===== config.mk =====
export PLATFORM = sky130hd
export DESIGN_NAME = mem_arbiter
export DESIGN_NICKNAME = d
export VERILOG_FILES = /design/src/rtl/mem_arbiter.sv
export SDC_FILE = /design/constraint.sdc
export NUM_CORES = 1
export LEC_CHECK = 0
export ABC_CLOCK_PERIOD_IN_PS = 3700
export CORE_AREA = 2 2 211 213
export CTS_CLUSTER_SIZE = 8
export DETAILED_ROUTE_END_ITERATION = 7
export DIE_AREA = 0 0 213 215
export SLEW_MARGIN = 20
export SYNTH_ARGS = -nofsm -noshare
export SYNTH_HDL_FRONTEND = slang
export SYNTH_SLANG_ARGS = --single-unit

===== constraint.sdc =====
create_clock -name clk -period 3.7 [get_ports clk]
set_clock_uncertainty 0.05 [all_clocks]
set_input_delay 0.37 -clock clk [delete_from_list [all_inputs] [get_ports clk]]
set_output_delay 0.37 -clock clk [all_outputs]
set_load 0.05 [all_outputs]

===== src/rtl/mem_arbiter.sv =====
// Two-port data-memory arbiter: port 0 (pipeline MEM) has priority over port 1 (loader/DMA).
// Define MEM_ARB_STARVE_GUARD_EN to force a port-1 grant after STARVE_LIMIT denied cycles.
module mem_arbiter #(
    parameter int unsigned STARVE_LIMIT = 4
) (
    input  logic        clk,
    input  logic        reset,

    input  logic        p0_req,
    input  logic        p0_write,
    input  logic [63:0] p0_addr,
    input  logic [63:0] p0_wdata,
    input  logic [3:0]  p0_size,
    output logic        p0_gnt,
    output logic        p0_stall,

    input  logic        p1_req,
    input  logic        p1_write,
    input  logic [63:0] p1_addr,
    input  logic [63:0] p1_wdata,
    input  logic [3:0]  p1_size,
    output logic        p1_gnt,

    output logic [63:0] mem_address,
    output logic        mem_write_enable,
    output logic        mem_read_enable,
    output logic [63:0] mem_write_data,
    output logic [3:0]  mem_xfer_size,
    input  logic [63:0] mem_read_data,

    output logic        rsp_valid,
    output logic        rsp_port,
    output logic        rsp_err,
    output logic [63:0] rsp_data
);

    if (STARVE_LIMIT < 1 || STARVE_LIMIT > 15) begin : g_limit_check
        $error("STARVE_LIMIT must be in 1..15");
    end

    logic        force_p1;
    logic        any_gnt;
    logic        sel_write;
    logic [63:0] sel_addr;
    logic [63:0] sel_wdata;
    logic [3:0]  sel_size;
    logic        sel_legal;
    logic        issue;

    logic        rsp_valid_q, rsp_valid_d;
    logic        rsp_port_q, rsp_port_d;
    logic        rsp_err_q, rsp_err_d;
    logic [63:0] rsp_data_q, rsp_data_d;

    function automatic logic is_legal(input logic [2:0] addr_lo, input logic [3:0] size);
        case (size)
            4'd1:    is_legal = 1'b1;
            4'd2:    is_legal = (addr_lo[0] == 1'b0);
            4'd4:    is_legal = (addr_lo[1:0] == 2'b00);
            4'd8:    is_legal = (addr_lo == 3'b000);
            default: is_legal = 1'b0;
        endcase
    endfunction

`ifdef MEM_ARB_STARVE_GUARD_EN
    logic [3:0] starve_q, starve_d;

    assign force_p1 = (starve_q == 4'(STARVE_LIMIT));

    always_comb begin
        starve_d = '0;
        if (p1_req && !p1_gnt) begin
            starve_d = force_p1 ? starve_q : starve_q + 4'd1;
        end
    end

    always_ff @(posedge clk) begin
        if (reset) begin
            starve_q <= '0;
        end else begin
            starve_q <= starve_d;
        end
    end
`else
    assign force_p1 = 1'b0;
`endif

    always_comb begin
        p0_gnt = 1'b0;
        p1_gnt = 1'b0;
        if (!reset) begin
            if (p1_req && force_p1) begin
                p1_gnt = 1'b1;
            end else if (p0_req) begin
                p0_gnt = 1'b1;
            end else if (p1_req) begin
                p1_gnt = 1'b1;
            end
        end
    end

    assign p0_stall  = p0_req & ~p0_gnt & ~reset;
    assign any_gnt   = p0_gnt | p1_gnt;
    assign sel_write = p1_gnt ? p1_write : p0_write;
    assign sel_addr  = p1_gnt ? p1_addr  : p0_addr;
    assign sel_wdata = p1_gnt ? p1_wdata : p0_wdata;
    assign sel_size  = p1_gnt ? p1_size  : p0_size;
    assign sel_legal = is_legal(sel_addr[2:0], sel_size);
    // Illegal requests are consumed but never reach memory.
    assign issue     = any_gnt & sel_legal;

    always_comb begin
        mem_address      = '0;
        mem_write_enable = 1'b0;
        mem_read_enable  = 1'b0;
        mem_write_data   = '0;
        mem_xfer_size    = '0;
        if (issue) begin
            mem_address      = sel_addr;
            mem_write_enable = sel_write;
            mem_read_enable  = ~sel_write;
            mem_write_data   = sel_wdata;
            mem_xfer_size    = sel_size;
        end
    end

    always_comb begin
        rsp_valid_d = any_gnt & (~sel_legal | ~sel_write);
        rsp_port_d  = p1_gnt & rsp_valid_d;
        rsp_err_d   = any_gnt & ~sel_legal;
        rsp_data_d  = (issue && !sel_write) ? mem_read_data : '0;
    end

    always_ff @(posedge clk) begin
        if (reset) begin
            rsp_valid_q <= 1'b0;
            rsp_port_q  <= 1'b0;
            rsp_err_q   <= 1'b0;
            rsp_data_q  <= '0;
        end else begin
            rsp_valid_q <= rsp_valid_d;
            rsp_port_q  <= rsp_port_d;
            rsp_err_q   <= rsp_err_d;
            rsp_data_q  <= rsp_data_d;
        end
    end

    assign rsp_valid = rsp_valid_q;
    assign rsp_port  = rsp_port_q;
    assign rsp_err   = rsp_err_q;
    assign rsp_data  = rsp_data_q;

endmodule

==> results.json <==
{
  "outcome": "finished clean",
  "cts-resized-gates": 0,
  "leakage_nw": 3.774,
  "drc_errors": 0,
  "numCtsBuffers": 9,
  "pwr_density_cell_nw_per_um2": 224.4,
  "port_buffers": 536,
  "viasPerCell": 3.941,
  "crit_top_cell": "buf_4",
  "crit_required_ps": 3280,
  "grt_usage_pct": 12.03,
  "antenna_cells": 0,
  "synthFlopType": "dfxtp_1",
  "power.share.clock_pct": 29.9,
  "syn_avg_cell_area_um2": 9.633,
  "cts_tree": "yes",
  "antenna_found_initial": 3,
  "holdPathStages": 3,
  "yosysTopAreaCellShare_pct": 29.37,
  "grt_start_max_net_pins": 65,
  "async_flop_share_pct": 0,
  "setup.worst_path.end_class": "output pin",
  "avgRoutedWirePerCell_um": 17.66,
  "synth.distinct_cells": 27,
  "cp_top_family": "buffers and inverters",
  "cp.arrival_ps": 2850,
  "start_kind": "input port",
  "holdPathEnd": "rsp_data[44]",
  "gp_congestion": 0.8760,
  "fp.dieH_um": 215,
  "synth_edf_count": 0,
  "worstMarginPinSlew_ps": 902.5,
  "syn_inst": 575,
  "path_class": "in2out",
  "critPathBufInv": 6,
  "overflow": 0,
  "rows": 77,
  "critPathMaxFanout": 24,
  "grt_pass1_wl_um": 41880,
  "grt_pass1_vias": 6750,
  "drt_iter0_markers": 294,
  "comb_power_share_pct": 42.2,
  "synth_area_um2": 5539,
  "final.setup.tns_ps": 0,
  "routed_wl_um": 29540,
  "min_from": "mem_read_data[44]",
  "timing.final.crit_period_ps": 3271,
  "cts_setup_buffers": 0,
  "p_seq_share_pct": 27.9,
  "seq_area_um2": 1341,
  "mappedNetlistNets": 909,
  "max_freq_mhz": 305.7,
  "start_util_pct": 12.69,
  "yosysWarnings": 0,
  "max_cap_viol_count": 0,
  "ant_nets": 0,
  "cpMaxStageDelayCell": "clkdlybuf4s50_1",
  "clk_pin_slew_worst_paths_ps": 60,
  "p_sw_share_pct": 34.24,
  "slew_headroom_pct": 39.84,
  "finalHoldViolCount": 0,
  "vias": 6594,
  "p_int_w": 0.001726,
  "power_switching_w": 0.0008991,
  "final_nets": 1411,
  "max_stage_delay_ps": 550,
  "clock-root-buffer": "clkbuf_16",
  "peakVddDrop_mv": 0.2351,
  "core_um2": 43640,
  "fillers": 4677,
  "cts_buffer_depth": 2,
  "slew_violations": 0,
  "ys_ff_latch": 67,
  "setup_viol": 0,
  "fin_util_pct": 26.81,
  "multiInputGateArea_um2": 3779,
  "die_area_um2": 45800,
  "postCtsHoldBufs": 0,
  "synthToLayoutAreaGrowth_pct": 111.2,
  "h-tree-depth": 3,
  "hold_path.class": "in2reg",
  "cts.sinks": 67,
  "ios": 538,
  "synth_top_area_cell": "nor4_2",
  "rsz0062_at_grt": "no",
  "hpwl_um": 23880,
  "die_w_um": 213,
  "firstDrtPassIters": 4,
  "synth_seq_area_share_pct": 24.22,
  "drive_gt1_share_pct": 29.79,
  "fin_crit_sh_pct": 88.42,
  "crit_chain": "clkdlybuf4s50_1 > nor3b_4 > buf_4 > buf_4 > o22ai_4 > buf_12 > buf_4 > nor4_2 > buf_4",
  "synth_top_cells_by_area": "nor4_2, dfxtp_1, mux2i_1"
}
how the worst max path moves through the flow:
stage / cells past startpoint / startpoint / slack (ps) / to
after floorplan: 6 / p0_req / 270 / mem_address[61]
after global placement: 9 / reset / 500 / mem_address[58]
after detailed placement: 9 / reset / 410 / mem_address[24]
after CTS: 9 / reset / 410 / mem_address[24]
after global routing: 9 / reset / 290 / mem_address[26]
final: 9 / reset / 430 / mem_address[24]
per-stage QoR:
stage / hold slack, ps / instance area, um^2 / std cells / worst slack, ps / power, W
2_1_floorplan: 438.3 / 5539 / 575 / 273.7 / 0.001304
3_3_place_gp: 852.5 / 11430 / 1658 / 496.0 / 0.001862
3_5_place_dp: 852.9 / 11430 / 1658 / 413.3 / 0.001869
4_1_cts: 498.7 / 11700 / 1673 / 413.2 / 0.002677
5_1_grt: 506.1 / 11700 / 1673 / 288.4 / 0.002759
6_report: 517.9 / 11700 / 1673 / 428.6 / 0.002626
placed cells by master (no fill, tap or decap), types with 5 or more instances in the layout:
cell	count
dfxtp_1	67
mux2i_1	134
nor4_2	130
buf_4	150
nand2_1	65
nor2_1	5
nor3_1	64
clkdlybuf4s50_1	402
buf_12	21
clkbuf_16	9
registers in the layout (all words and copies together), names as in the netlist:
register	flops
rsp_data	64
rsp_err	1
rsp_port	1
rsp_valid	1
cells by family (layout without fill, tap and decap cells):
group | Yosys count | after routing | synth area share, %
simple gates | 278 | 278 | 41.61
buf+inv | 82 | 588 | 8.313
mux | 135 | 135 | 24.42
compound gates | 12 | 12 | 1.378
other cells | 1 | 1 | 0.06770
flops | 67 | 67 | 24.22
metal layers:
layer / GRT usage, % / vias to the layer above / share of wire (%)
met1: 14.34 / 3123 / 41
met2: 21.52 / 285 / 50
met4: 2.005 / 4 / 0.93
li1: - / 3155 / -
met3: 3.390 / 27 / 8.1
met5: 0 / - / 0.078
power groups by stage:
stage	Combinational, W	Sequential [W]	Clock (W)
6_report	0.00111	0.000733	0.000784
5_1_grt	0.00118	0.000734	0.000848
4_1_cts	0.00112	0.000733	0.000820
3_5_place_dp	0.00112	0.000749	0
3_3_place_gp	0.00111	0.000749	0
2_1_floorplan	0.000523	0.000781	0
layout make-up:
cell class | count | share of cell area [%]
well taps | 592 | 6.331
clock inverters | 4 | 0.2246
multi-input cells | 426 | 32.30
repair buffers | 573 | 47.61
flip-flops and latches | 67 | 11.46
clock buffers | 11 | 2.075
cells in the mapped netlist (3+ instances only):
master and count:
buf_1 3, nand3_1 3, nor4_2 130, buf_4 3, nor3_1 64, clkbuf_1 28
o21a_1 5, mux2i_1 134, nor2_1 5, dfxtp_1 67, nand2_1 65, buf_2 35
nor4_1 4, buf_6 13, o21ai_0 4
worst min-delay path, cell delays in order:
cell	delay [ps]
clkdlybuf4s50_1	400
nand2_1	50
nor3_1	30
No activity file was read; power rests on OpenSTA's default activity.
